**src/rtl/bru_pkg.sv**
```systemverilog
// ---------------------------------------------------------------------------
// bru_pkg
// Shared types for the branch reservation station.
//   XLEN / TAG_W   : operand/PC width and ROB tag width (fixed for the slice)
//   br_op_e        : branch opcodes (3-bit encoding, value 7 is undefined)
//   TAG_INVALID    : all-ones tag, meaning "operand value present"
//   brs_entry_t    : one station slot
// Configuration macro: BRU_JALR_EN (enables the JALR opcode).
// ---------------------------------------------------------------------------
package bru_pkg;

  localparam int XLEN  = 32;
  localparam int TAG_W = 4;
  // Age counter width: ages are kept as a dense 0..DEPTH-1 ranking, so
  // 8 bits covers any DEPTH up to 256.
  localparam int AGE_W = 8;

  localparam logic [TAG_W-1:0] TAG_INVALID = '1;

`ifdef BRU_JALR_EN
  localparam bit JALR_EN = 1'b1;
`else
  localparam bit JALR_EN = 1'b0;
`endif

  typedef enum logic [2:0] {
    BEQ  = 3'd0,
    BNE  = 3'd1,
    BLT  = 3'd2,
    BGE  = 3'd3,
    BLTU = 3'd4,
    BGEU = 3'd5,
    JALR = 3'd6
  } br_op_e;

  // tag[0]/val[0] hold source 1, tag[1]/val[1] hold source 2.
  typedef struct packed {
    logic                  valid;
    logic [AGE_W-1:0]      age;
    logic [TAG_W-1:0]      target;
    br_op_e                op;
    logic [1:0][TAG_W-1:0] tag;
    logic [1:0][XLEN-1:0]  val;
    logic [XLEN-1:0]       pc;
    logic [XLEN-1:0]       offset;
  } brs_entry_t;

  // JALR only consumes source 1, so its source 2 never blocks issue.
  function automatic logic src2_needed(br_op_e op);
    return !(JALR_EN && (op == JALR));
  endfunction

endpackage

```
**src/rtl/branch_resv_station_if.sv**
```systemverilog
// ---------------------------------------------------------------------------
// branch_resv_station_if
// Bundles dispatch-side allocation, CDB snoop and resolve outputs.
//   master : dispatch/CDB driver (drives flush, alloc_*, cdb_*)
//   slave  : the station (drives alloc_ready, res_*)
// alloc_tag/alloc_val index [0] = source 1, [1] = source 2.
// ---------------------------------------------------------------------------
interface branch_resv_station_if #(
  parameter int CDB_PORTS = 2
);
  import bru_pkg::*;

  logic                               flush;
  logic                               alloc_valid;
  logic                               alloc_ready;
  logic [TAG_W-1:0]                   alloc_target;
  logic [2:0]                         alloc_op;
  logic [1:0][TAG_W-1:0]              alloc_tag;
  logic [1:0][XLEN-1:0]               alloc_val;
  logic [XLEN-1:0]                    alloc_pc;
  logic [XLEN-1:0]                    alloc_offset;
  logic [CDB_PORTS-1:0]               cdb_valid;
  logic [CDB_PORTS-1:0][TAG_W-1:0]    cdb_tag;
  logic [CDB_PORTS-1:0][XLEN-1:0]     cdb_val;
  logic                               res_valid;
  logic [TAG_W-1:0]                   res_target;
  logic                               res_taken;
  logic [XLEN-1:0]                    res_next_pc;

  modport master (
    output flush, alloc_valid, alloc_target, alloc_op, alloc_tag, alloc_val,
           alloc_pc, alloc_offset, cdb_valid, cdb_tag, cdb_val,
    input  alloc_ready, res_valid, res_target, res_taken, res_next_pc
  );

  modport slave (
    input  flush, alloc_valid, alloc_target, alloc_op, alloc_tag, alloc_val,
           alloc_pc, alloc_offset, cdb_valid, cdb_tag, cdb_val,
    output alloc_ready, res_valid, res_target, res_taken, res_next_pc
  );
endinterface

```
**src/rtl/bru_compare.sv**
```systemverilog
// ---------------------------------------------------------------------------
// bru_compare
// Combinational branch resolver.
//   i_op      : branch opcode
//   i_val1/2  : source operands
//   i_pc      : branch PC
//   i_offset  : sign-extended immediate
//   o_taken   : compare outcome
//   o_next_pc : taken ? pc+offset : pc+4 (JALR: (val1+offset) & ~1)
// Configuration macro: BRU_JALR_EN (via bru_pkg::JALR_EN).
// ---------------------------------------------------------------------------
module bru_compare
  import bru_pkg::*;
(
  input  br_op_e          i_op,
  input  logic [XLEN-1:0] i_val1,
  input  logic [XLEN-1:0] i_val2,
  input  logic [XLEN-1:0] i_pc,
  input  logic [XLEN-1:0] i_offset,
  output logic            o_taken,
  output logic [XLEN-1:0] o_next_pc
);

  always_comb begin
    // NOTE: every output gets a default before the case so no path leaves
    // it unassigned; otherwise synthesis infers a latch.
    o_taken   = 1'b0;
    o_next_pc = i_pc + XLEN'(4);
    case (i_op)
      BEQ:     o_taken = (i_val1 == i_val2);
      BNE:     o_taken = (i_val1 != i_val2);
      BLT:     o_taken = ($signed(i_val1) <  $signed(i_val2));
      BGE:     o_taken = ($signed(i_val1) >= $signed(i_val2));
      BLTU:    o_taken = (i_val1 <  i_val2);
      BGEU:    o_taken = (i_val1 >= i_val2);
      default: o_taken = 1'b0;
    endcase
    if (o_taken) o_next_pc = i_pc + i_offset;
    if (JALR_EN && (i_op == JALR)) begin
      o_taken   = 1'b1;
      o_next_pc = (i_val1 + i_offset) & ~XLEN'(1);
    end
  end

endmodule

```
**src/rtl/branch_resv_station.sv**
```systemverilog
// ---------------------------------------------------------------------------
// branch_resv_station
// DEPTH-entry branch reservation station with integrated resolver.
// Buffers branches from dispatch, snoops CDB_PORTS broadcast ports for
// pending operands and issues the oldest ready entry each cycle, producing a
// registered one-cycle result pulse.
//   clk, rst : clock, asynchronous active-high reset
//   bus      : branch_resv_station_if.slave (flush, alloc_*, cdb_*, res_*)
// Configuration macro: BRU_JALR_EN (JALR accepted, ready on source 1 only).
// ---------------------------------------------------------------------------
module branch_resv_station
  import bru_pkg::*;
#(
  parameter int DEPTH     = 4,
  parameter int CDB_PORTS = 2
) (
  input logic                   clk,
  input logic                   rst,
  branch_resv_station_if.slave  bus
);

  localparam int IDX_W = (DEPTH > 1) ? $clog2(DEPTH) : 1;

  brs_entry_t       r_entry     [DEPTH];
  brs_entry_t       w_entry_nxt [DEPTH];
  logic [DEPTH-1:0] w_valid;
  logic [DEPTH-1:0] w_ready;
  logic             w_full;
  logic             w_insert;
  logic             w_issue;
  logic [IDX_W-1:0] w_free_idx;
  logic [IDX_W-1:0] w_issue_idx;
  logic [AGE_W-1:0] w_issue_age;
  logic             w_taken;
  logic [XLEN-1:0]  w_next_pc;

  logic             r_res_valid;
  logic [TAG_W-1:0] r_res_target;
  logic             r_res_taken;
  logic [XLEN-1:0]  r_res_next_pc;

  // Capture a broadcast value for a pending tag. Ports are scanned downwards
  // so the lowest matching port is written last and wins.
  function automatic logic [TAG_W+XLEN-1:0] snoop(
    input logic [TAG_W-1:0]                 tag,
    input logic [XLEN-1:0]                  val,
    input logic [CDB_PORTS-1:0]             cv,
    input logic [CDB_PORTS-1:0][TAG_W-1:0]  ct,
    input logic [CDB_PORTS-1:0][XLEN-1:0]   cval
  );
    logic [TAG_W-1:0] t = tag;
    logic [XLEN-1:0]  v = val;
    if (tag != TAG_INVALID) begin
      for (int p = CDB_PORTS - 1; p >= 0; p--) begin
        if (cv[p] && (ct[p] == tag)) begin
          t = TAG_INVALID;
          v = cval[p];
        end
      end
    end
    return {t, v};
  endfunction

  // Readiness, free-slot and oldest-ready selection, all from current state
  // so a slot freed this cycle is only visible next cycle.
  always_comb begin
    w_valid     = '0;
    w_ready     = '0;
    w_free_idx  = '0;
    w_issue     = 1'b0;
    w_issue_idx = '0;
    w_issue_age = '0;
    for (int i = 0; i < DEPTH; i++) begin
      w_valid[i] = r_entry[i].valid;
      w_ready[i] = r_entry[i].valid && (r_entry[i].tag[0] == TAG_INVALID) &&
                   ((r_entry[i].tag[1] == TAG_INVALID) || !src2_needed(r_entry[i].op));
    end
    for (int i = DEPTH - 1; i >= 0; i--) begin
      if (!w_valid[i]) w_free_idx = IDX_W'(i);
    end
    for (int i = 0; i < DEPTH; i++) begin
      if (w_ready[i] && (!w_issue || (r_entry[i].age > w_issue_age))) begin
        w_issue     = 1'b1;
        w_issue_idx = IDX_W'(i);
        w_issue_age = r_entry[i].age;
      end
    end
    w_full   = &w_valid;
    w_insert = bus.alloc_valid && !w_full;
  end

  // Next state of every slot. Ages are a dense ranking: an insert pushes
  // every survivor one step older, and an issue closes the gap it leaves,
  // so ages stay unique and bounded by DEPTH-1.
  always_comb begin
    for (int i = 0; i < DEPTH; i++) begin
      // NOTE: blocking assignments here build the value step by step within
      // one evaluation; registered state only ever takes <= in always_ff.
      w_entry_nxt[i] = r_entry[i];
      if (r_entry[i].valid) begin
        for (int s = 0; s < 2; s++) begin
          {w_entry_nxt[i].tag[s], w_entry_nxt[i].val[s]} =
            snoop(r_entry[i].tag[s], r_entry[i].val[s],
                  bus.cdb_valid, bus.cdb_tag, bus.cdb_val);
        end
        if (w_insert) w_entry_nxt[i].age = w_entry_nxt[i].age + AGE_W'(1);
        if (w_issue && (r_entry[i].age > w_issue_age))
          w_entry_nxt[i].age = w_entry_nxt[i].age - AGE_W'(1);
        if (w_issue && (w_issue_idx == IDX_W'(i))) w_entry_nxt[i].valid = 1'b0;
      end
      if (w_insert && (w_free_idx == IDX_W'(i))) begin
        w_entry_nxt[i].valid  = 1'b1;
        w_entry_nxt[i].age    = '0;
        w_entry_nxt[i].target = bus.alloc_target;
        w_entry_nxt[i].op     = br_op_e'(bus.alloc_op);
        w_entry_nxt[i].pc     = bus.alloc_pc;
        w_entry_nxt[i].offset = bus.alloc_offset;
        for (int s = 0; s < 2; s++) begin
          {w_entry_nxt[i].tag[s], w_entry_nxt[i].val[s]} =
            snoop(bus.alloc_tag[s], bus.alloc_val[s],
                  bus.cdb_valid, bus.cdb_tag, bus.cdb_val);
        end
      end
    end
  end

  bru_compare u_compare (
    .i_op      (r_entry[w_issue_idx].op),
    .i_val1    (r_entry[w_issue_idx].val[0]),
    .i_val2    (r_entry[w_issue_idx].val[1]),
    .i_pc      (r_entry[w_issue_idx].pc),
    .i_offset  (r_entry[w_issue_idx].offset),
    .o_taken   (w_taken),
    .o_next_pc (w_next_pc)
  );

  always_ff @(posedge clk or posedge rst) begin
    if (rst) begin
      // NOTE: the whole entry array is reset, not just the valid bits, so no
      // X payload can ever reach the issue mux or the resolver.
      for (int i = 0; i < DEPTH; i++) r_entry[i] <= '0;
      r_res_valid   <= 1'b0;
      r_res_target  <= TAG_INVALID;
      r_res_taken   <= 1'b0;
      r_res_next_pc <= '0;
    end else if (bus.flush) begin
      // Flush wins over both insert and issue in the same cycle.
      for (int i = 0; i < DEPTH; i++) r_entry[i].valid <= 1'b0;
      r_res_valid  <= 1'b0;
      r_res_target <= TAG_INVALID;
    end else begin
      for (int i = 0; i < DEPTH; i++) r_entry[i] <= w_entry_nxt[i];
      r_res_valid  <= w_issue;
      r_res_target <= w_issue ? r_entry[w_issue_idx].target : TAG_INVALID;
      if (w_issue) begin
        r_res_taken   <= w_taken;
        r_res_next_pc <= w_next_pc;
      end
    end
  end

  assign bus.alloc_ready = !w_full;
  assign bus.res_valid   = r_res_valid;
  assign bus.res_target  = r_res_target;
  assign bus.res_taken   = r_res_taken;
  assign bus.res_next_pc = r_res_next_pc;

endmodule

```
**src/flat_wrapper.sv**
```systemverilog
// flat-port wrapper written by rule: the top's interface ports become plain ports
module branch_resv_station_flat import bru_pkg::*;
#(
  parameter int DEPTH     = 4,
  parameter int CDB_PORTS = 2
)
  (clk, rst, bus_flush, bus_alloc_valid, bus_alloc_target, bus_alloc_op, bus_alloc_tag, bus_alloc_val, bus_alloc_pc, bus_alloc_offset, bus_cdb_valid, bus_cdb_tag, bus_cdb_val, bus_alloc_ready, bus_res_valid, bus_res_target, bus_res_taken, bus_res_next_pc);
  branch_resv_station_if #(.CDB_PORTS(CDB_PORTS)) bus_i ();
  input logic clk;
  input logic rst;
  input wire logic [$bits(bus_i.flush)-1:0] bus_flush;
  input wire logic [$bits(bus_i.alloc_valid)-1:0] bus_alloc_valid;
  input wire logic [$bits(bus_i.alloc_target)-1:0] bus_alloc_target;
  input wire logic [$bits(bus_i.alloc_op)-1:0] bus_alloc_op;
  input wire logic [$bits(bus_i.alloc_tag)-1:0] bus_alloc_tag;
  input wire logic [$bits(bus_i.alloc_val)-1:0] bus_alloc_val;
  input wire logic [$bits(bus_i.alloc_pc)-1:0] bus_alloc_pc;
  input wire logic [$bits(bus_i.alloc_offset)-1:0] bus_alloc_offset;
  input wire logic [$bits(bus_i.cdb_valid)-1:0] bus_cdb_valid;
  input wire logic [$bits(bus_i.cdb_tag)-1:0] bus_cdb_tag;
  input wire logic [$bits(bus_i.cdb_val)-1:0] bus_cdb_val;
  output wire logic [$bits(bus_i.alloc_ready)-1:0] bus_alloc_ready;
  output wire logic [$bits(bus_i.res_valid)-1:0] bus_res_valid;
  output wire logic [$bits(bus_i.res_target)-1:0] bus_res_target;
  output wire logic [$bits(bus_i.res_taken)-1:0] bus_res_taken;
  output wire logic [$bits(bus_i.res_next_pc)-1:0] bus_res_next_pc;
  assign bus_i.flush = bus_flush;
  assign bus_i.alloc_valid = bus_alloc_valid;
  assign bus_i.alloc_target = bus_alloc_target;
  assign bus_i.alloc_op = bus_alloc_op;
  assign bus_i.alloc_tag = bus_alloc_tag;
  assign bus_i.alloc_val = bus_alloc_val;
  assign bus_i.alloc_pc = bus_alloc_pc;
  assign bus_i.alloc_offset = bus_alloc_offset;
  assign bus_i.cdb_valid = bus_cdb_valid;
  assign bus_i.cdb_tag = bus_cdb_tag;
  assign bus_i.cdb_val = bus_cdb_val;
  assign bus_alloc_ready = bus_i.alloc_ready;
  assign bus_res_valid = bus_i.res_valid;
  assign bus_res_target = bus_i.res_target;
  assign bus_res_taken = bus_i.res_taken;
  assign bus_res_next_pc = bus_i.res_next_pc;
  branch_resv_station #(.DEPTH(DEPTH), .CDB_PORTS(CDB_PORTS)) u_core (.clk(clk), .rst(rst), .bus(bus_i));
endmodule
```
**config.mk**
```make
export PLATFORM = sky130hd
export DESIGN_NAME = branch_resv_station_flat
export DESIGN_NICKNAME = d
export VERILOG_FILES = /design/src/rtl/bru_pkg.sv /design/src/rtl/branch_resv_station_if.sv /design/src/rtl/bru_compare.sv /design/src/rtl/branch_resv_station.sv /design/src/flat_wrapper.sv
export SDC_FILE = /design/constraint.sdc
export NUM_CORES = 2
export LEC_CHECK = 0
export CAP_MARGIN = 25
export CORE_MARGIN = 3
export CORE_UTILIZATION = 25
export DETAILED_ROUTE_END_ITERATION = 8
export GPL_TIMING_DRIVEN = 1
export PLACE_DENSITY = 0.45
export SKIP_LAST_GASP = 1
export SLEW_MARGIN = 15
export SYNTH_ARGS = -nofsm -noshare
export SYNTH_HDL_FRONTEND = slang
export SYNTH_SLANG_ARGS = --single-unit
```
**constraint.sdc**
```tcl
create_clock -name clk -period 25.2 [get_ports clk]
set_clock_uncertainty 0.05 [all_clocks]
set_input_delay 2.52 -clock clk [delete_from_list [all_inputs] [get_ports clk]]
set_output_delay 2.52 -clock clk [all_outputs]
set_load 0.05 [all_outputs]
```
* Word-level counts from Yosys, hierarchy flattened
Cells that the tools add are included.
Word-level totals: bits in registers 646, bits in writable memories 0, memories 0, latch bits 0, logic and storage cells 326, memory bits (read-only) 0
Operators by class: $add $sub $neg 10, bitwise logic cells 2, reduce and logical (&&, ||, !) cells 92, magnitude comparators 12, eq/ne operators 51, muxes and demuxes 115, multiply operators 0, div/mod/pow operators 0, shift operators 0
Operators with widths (number):
- two-way mux 32 bit | 31
- two-way mux 152 bit | 4
- binary-select mux 152 bit (select 2 bit) | 1
- two-way mux 72 bit | 4
- two-way mux 143 bit | 2
- two-way mux 4 bit | 32
- two-way mux 8 bit | 16
- equality test 4 bit | 20
- >= comparator 32 bit | 2
- less-than comparator 32 bit | 2
- > comparator 8 bit | 7
- logical AND 1 bit | 44
- inequality test 4 bit (second input constant) | 10
- two-way mux 9 bit | 4
- AND reduction 4 bit | 9
- adder 32 x 3 -> 32 bit (second input constant) | 1
- adder 32 bit | 1
- adder 8 x 1 -> 8 bit (second input constant) | 4
- equality test 32 bit | 1
- equality test 4 bit (second input constant) | 8
- inequality test 32 bit | 1
- subtractor 8 x 1 -> 8 bit (second input constant) | 4
- nonzero test 2 bit | 12
- nonzero test 3 bit | 8
- 16 further kinds | 54

* Depth between registers and ports, before layout
depth after elaboration 23, gate-level depth with buffers 50, gate-level depth less buffers 38

* Hierarchy
Synthesis repeated with hierarchy kept, for this count alone.
Unflattened totals: cells, all modules 4862, area total of the unflattened synthesis 41328.4 µm²
By module, submodules not included:
- branch_resv_station | area each 38046.5 µm², times used 1, sequential area each 16170.5 µm², cells each 4390
- bru_compare | area each 3281.9 µm², times used 1, sequential area each 0.0 µm², cells each 472

* Worst setup path before layout
Ideal clock, no wire load.
path kind reg-to-reg, start point register u_core.r_entry[590] (netlist name), end point register u_core.r_res_next_pc[15], in the netlist u_core.bus.res_next_pc[15], required time 25.018 ns, cell stages (with the launch flop) 50, path buffers 14, setup time 0.132 ns, path slack 15.903 ns, period minus slack after synthesis 9.297 ns, arrival time 9.116 ns, cell sequence dfrtp_1 > and4_1 > and3_1 > buf_4 > nand2_1 > ha_1 > nor2b_1 > o211ai_1 > a21oi_1 > o31ai_2 > buf_6 > buf_8 > buf_6 > clkbuf_1 > nand2_1 > o21ai_0 > ha_1 > nand4_1 > [... 14 more ...] > clkbuf_1 > clkbuf_1 > o22ai_1 > a21oi_1 > ha_1 > o21ai_1 > a21oi_1 > a2111oi_0 > a31oi_1 > a2111oi_2 > mux2i_1 > and3_1 > o31ai_1 > nand2_1 > buf_2 > buf_2 > nand2_1 > o211ai_1
Between the ends: word-level cells in the longest chain between the ends 22
Ends and longest elaborated chain:
- equality test 4 bit (*) | RTL line branch_resv_station.sv:76 | ((r_entry[i].tag[1] == TAG_INVALID) || !src2_needed(r_entry[i].op));
- logical AND 1 bit (*) | RTL line branch_resv_station.sv:75 | w_ready[i] = r_entry[i].valid && (r_entry[i].tag[0] == TAG_INVALID) &&
- two-way mux 8 bit or two-way mux 1 bit (tied branches) | RTL line branch_resv_station.sv:82 | if (w_ready[i] && (!w_issue || (r_entry[i].age > w_issue_age))) begin
- > comparator 8 bit or logical NOT 1 bit (tied branches) | RTL line branch_resv_station.sv:82
- logical OR 1 bit | RTL line branch_resv_station.sv:82
- logical AND 1 bit | RTL line branch_resv_station.sv:82
- two-way mux 8 bit or two-way mux 1 bit (tied branches) | RTL line branch_resv_station.sv:82
- > comparator 8 bit or logical NOT 1 bit (tied branches) | RTL line branch_resv_station.sv:82
- [... 5 more ...]
- logical AND 1 bit | RTL line branch_resv_station.sv:82
- two-way mux 2 bit | RTL line branch_resv_station.sv:82
- inverter 2 -> 3 bit (implied by the code)
- binary-select mux 152 bit (select 2 bit)
- two-way mux 143 bit (implied by the code) (2 in series) | RTL line branch_resv_station.sv:128 | .i_op (r_entry[w_issue_idx].op),
- >= comparator 32 bit (tied with other cells) | RTL line bru_compare.sv:35 | BGEU: o_taken = (i_val1 >= i_val2);
- case mux 1 bit (6 select lines) | RTL line bru_compare.sv:29 | case (i_op)
- two-way mux 32 bit | RTL line bru_compare.sv:38 | if (o_taken) o_next_pc = i_pc + i_offset;
- end signal: assignment | RTL line branch_resv_station.sv:157 | r_res_next_pc <= w_next_pc;
- end: declaration | RTL line branch_resv_station.sv:40 | logic [XLEN-1:0] r_res_next_pc;
Mark *: on every way between the ends. The rest lies on a longest branch, timed or not. The select of a mux whose other input is x is not followed. A chain may end at the register's enable or synchronous reset.

* Worst setup path after layout
start point register u_core.r_entry[589] (netlist name), end point register u_core.r_res_next_pc[27], in the netlist u_core.bus.res_next_pc[27]
Between the ends: word-level cells in the longest chain between the ends 22
Ends and longest elaborated chain (RTL line):
- equality test 4 bit (*) | branch_resv_station.sv:76
- logical AND 1 bit (*) | branch_resv_station.sv:75
- two-way mux 8 bit or two-way mux 1 bit (tied branches) | branch_resv_station.sv:82
- > comparator 8 bit or logical NOT 1 bit (tied branches) | branch_resv_station.sv:82
- logical OR 1 bit | branch_resv_station.sv:82
- logical AND 1 bit | branch_resv_station.sv:82
- two-way mux 8 bit or two-way mux 1 bit (tied branches) | branch_resv_station.sv:82
- > comparator 8 bit or logical NOT 1 bit (tied branches) | branch_resv_station.sv:82
- [... 5 more ...]
- logical AND 1 bit | branch_resv_station.sv:82
- two-way mux 2 bit | branch_resv_station.sv:82
- inverter 2 -> 3 bit (implied by the code)
- binary-select mux 152 bit (select 2 bit)
- two-way mux 143 bit (implied by the code) (2 in series) | branch_resv_station.sv:128
- >= comparator 32 bit (tied with other cells) | bru_compare.sv:35
- case mux 1 bit (6 select lines) | bru_compare.sv:29
- two-way mux 32 bit | bru_compare.sv:38
Marked as above.

==> summary.txt <==
Route
  – Antenna Nets Post-Route: 0
  – Drt wl/cell: approximately 24 um
  – WL final: approximately 160000 um
  – Pre-Repair DR Iteration Count: 6
  – Vias/cell: slightly above 5
  – Vias: 34533
  – DRT iter0 DRCs: around 2700
  – DRC Markers: 0

Yosys
  – Synth warn: 0
  – Async set-reset flop share out of synthesis: between 90% and 100%
  – Post-Syn Area per Cell: about 9.5 um^2
  – Commonest cells post-synth: 844 x nand2_1, 642 x dfrtp_1, 572 x mux2_2
  – Synth top area share: around two fifths
  – Dominant cells by area after synthesis: dfrtp_1 39%, mux2_2 16%, nand2_1 7.7%
  – FF+latch count, synth: between 600 and 700
  – Synthesized cell area: about 0.041 mm^2
  – Ys flop type: dfrtp_1
  – Synth cell types: 93
  – Yosys top cell by area: dfrtp_1
  – Mapped Cells: approximately 4300
  – Most common cell in the synthesized netlist: nand2_1
  – Synthesized Nets: approximately 4700
  – Sequential fraction of the synthesis area: 39.32%
  – EDFF count, synth: 0

Layout
  – Final #Nets: around 4700
  – Filler instances: 17009
  – Fraction of layout cells with a size suffix above 1: between 20% and 30%
  – Synthesis-to-finish area growth: 18.99%

Floorplanning
  – Core area: around 0.16 mm^2
  – Rows: 148
  – Total Die Area: ~0.17 mm^2
  – Die Span Y: a little over 400 um
  – Top Ports: 260
  – Die width: around 400 um
  – Initial Util: between 20% and 30%

Clock tree
  – Root Buffer: clkbuf_16
  – Setup Buffers After CTS: 0
  – Clk_lat worst skew: about 0.70 ns
  – Post-CTS sizing: 0
  – TritonCTS clock tree: done
  – Longest Clk Path Bufs: 3
  – Clock transition at path regs: 0.06 ns
  – TritonCTS Buffers: 85
  – Cts hold-fix bufs: 0
  – CTS Sinks: about 650
  – # H-tree levels: 3

STA
  – Worst rel slew slack: 33.13%
  – Final Cycle Share: between 40 and 50%
  – Min Tclk post-route: 12.10 ns
  – Max frequency: around 83 MHz
  – RSZ-0062 raised after global routing: false
  – Slew Viols, Final: 0
  – Fin. Hold Viols: 0
  – Setup TNS Final: 0 ns
  – Least-Margin Pin Slew: between 1 and 1.5 ns
  – Final setup vio count: 0

GRT
  – Grt total ovfl: 0
  – Tot GR Track Use: between 15 and 20%
  – First-pass GRT wire length: approximately 240000 um
  – Pin count of the biggest net entering global routing: 147
  – Initial antenna violation count: 31
  – Vias in the first global route: approximately 34000

Pwr
  – Clock power frac: 33.5%
  – Reg power frac: a little under two fifths
  – Comb pwr share: ~30%
  – Net Switching: approximately 0.0013 W
  – Int Power: ~0.0025 W
  – Switching Share: between 30% and 40%
  – PwrDens: 77.38 mW/mm^2
  – Leakage: around 21 nW
  – Total Power: around 0.0038 W
  – Worst IR drop on VDD: between 0.05 and 0.06 mV

Worst setup path
  – Critical Path End: u_core.bus.res_next_pc[27]
  – CP peak stage delay: ~0.80 ns
  – CP max-delay cell: o31ai_4
  – Crit Path Category: reg -> reg
  – Crit path required time: between 20 and 30 ns
  – Worst R2R Path Depth: 38
  – Reg2Reg Setup Slack: roughly 13 ns
  – Critical Path AT: 12.63 ns
  – CP startpoint kind: flip-flop
  – Critical path endpoint category: flip-flop
  – Worst-path fanout max: 32
  – Reg-to-reg critical path startpoint: u_core.r_entry[589]
  – Reg-to-reg endpoint: u_core.bus.res_next_pc[27]
  – CP Launch Point: u_core.r_entry[589]

Worst hold path
  – Hold_sp: u_core.r_entry[325]
  – Worst hold path type: reg -> reg
  – Hold path cells: 2

Placement
  – Detailed-placement wirelength estimate: approximately 100000 um
  – IO buf count: 259
  – Routability Congestion: roughly 0.85

Job
  – Max-cap viol count: 0

Run status
  – Status: finished clean
state kept, by name (all words and copies together) (netlist names):
name,flops
u_core.bus.res_next_pc,32
u_core.bus.res_taken,1
u_core.bus.res_target,4
u_core.bus.res_valid,1
u_core.r_entry,608
final cells by class:
cell class	count	area (um^2)	share of cell area, %
clock inverters	29	381.6	0.7799
diodes	11	27.53	0.05626
multi-input cells	3294	23670	48.37
inverters	22	90.09	0.1841
well taps	2175	2721	5.562
flip-flops and latches	646	16170	33.05
repair buffers	345	3343	6.833
clock buffers	128	2529	5.168
worst max-delay path, delay by kind of cell (launching register included):
family	cells	cell delay, ns
fa+ha+maj	4	1.37
flops	1	0.42
compound gates	16	4.84
mux	1	0.17
buf+inv	3	1.03
simple gates	14	4.02
logic make-up after synthesis:
logic type,share of synthesized area (%)
and+or+nand+nor,12.66
AOI/OAI and AO/OA,16.30
muxes,20.53
DFF,39.32
buffers and inverters,3.895
xor gates and xnor gates,3.344
adders and majority gates,3.943
metal layers:
metal | wire, um | vias up | track usage, %
li1 | - | 15814 | -
met2 | 72160 | 951 | 28.97
met3 | 9400 | 239 | 3.847
met5 | 132 | - | 0
met1 | 73910 | 17509 | 25.35
met4 | 4011 | 20 | 5.202
power by group through the flow:
| stage | logic (W) | registers, W | clock network (W) |
|---|---|---|---|
| 2_1_floorplan | 0.000712 | 0.00143 | 0 |
| 3_3_place_gp | 0.00110 | 0.00140 | 0 |
| 3_5_place_dp | 0.00112 | 0.00141 | 0 |
| 4_1_cts | 0.00113 | 0.00139 | 0.00130 |
| 5_1_grt | 0.00123 | 0.00141 | 0.00134 |
| 6_report | 0.00112 | 0.00139 | 0.00127 |
placed cells by master, fill, tap and decap left out, types with 44 or more instances in the layout:
| master | count |
|---|---|
| dfrtp_1 | 642 |
| xor2_1 | 95 |
| nand2_1 | 842 |
| clkbuf_16 | 85 |
| clkdlybuf4s50_1 | 259 |
| mux2_2 | 572 |
| a31oi_1 | 44 |
| buf_4 | 80 |
| o22a_1 | 82 |
| ha_1 | 128 |
| nand3_1 | 56 |
| nor2_1 | 100 |
| mux2i_1 | 200 |
| nor3_1 | 44 |
| o22ai_1 | 133 |
| o21ai_0 | 276 |
| a21oi_1 | 205 |
| xnor2_1 | 62 |
worst min-delay path by stage:
| stage | to | slack (ns) |
|---|---|---|
| 2_1_floorplan | u_core.r_entry[442] | 0.39 |
| 3_3_place_gp | u_core.r_entry[322] | 0.41 |
| 3_5_place_dp | u_core.r_entry[355] | 0.41 |
| 4_1_cts | u_core.r_entry[355] | 0.43 |
| 5_1_grt | u_core.r_entry[355] | 0.44 |
| 6_report | u_core.r_entry[325] | 0.42 |
per-stage QoR:
stage | cells | setup slack, ns | utilization [%] | instance area, um^2 | hold WS (ns)
4_1_cts | 6637 | 13.06 | 29.94 | 48850 | 0.4260
5_1_grt | 6641 | 12.14 | 29.98 | 48910 | 0.4416
3_3_place_gp | 6477 | 13.02 | 28.11 | 45860 | 0.4071
6_report | 6650 | 13.10 | 29.99 | 48930 | 0.4219
2_1_floorplan | 4337 | 4.538 | - | 41120 | 0.3917
3_5_place_dp | 6480 | 13.17 | 28.16 | 45940 | 0.4113
No activity file was read; power rests on OpenSTA's default activity.
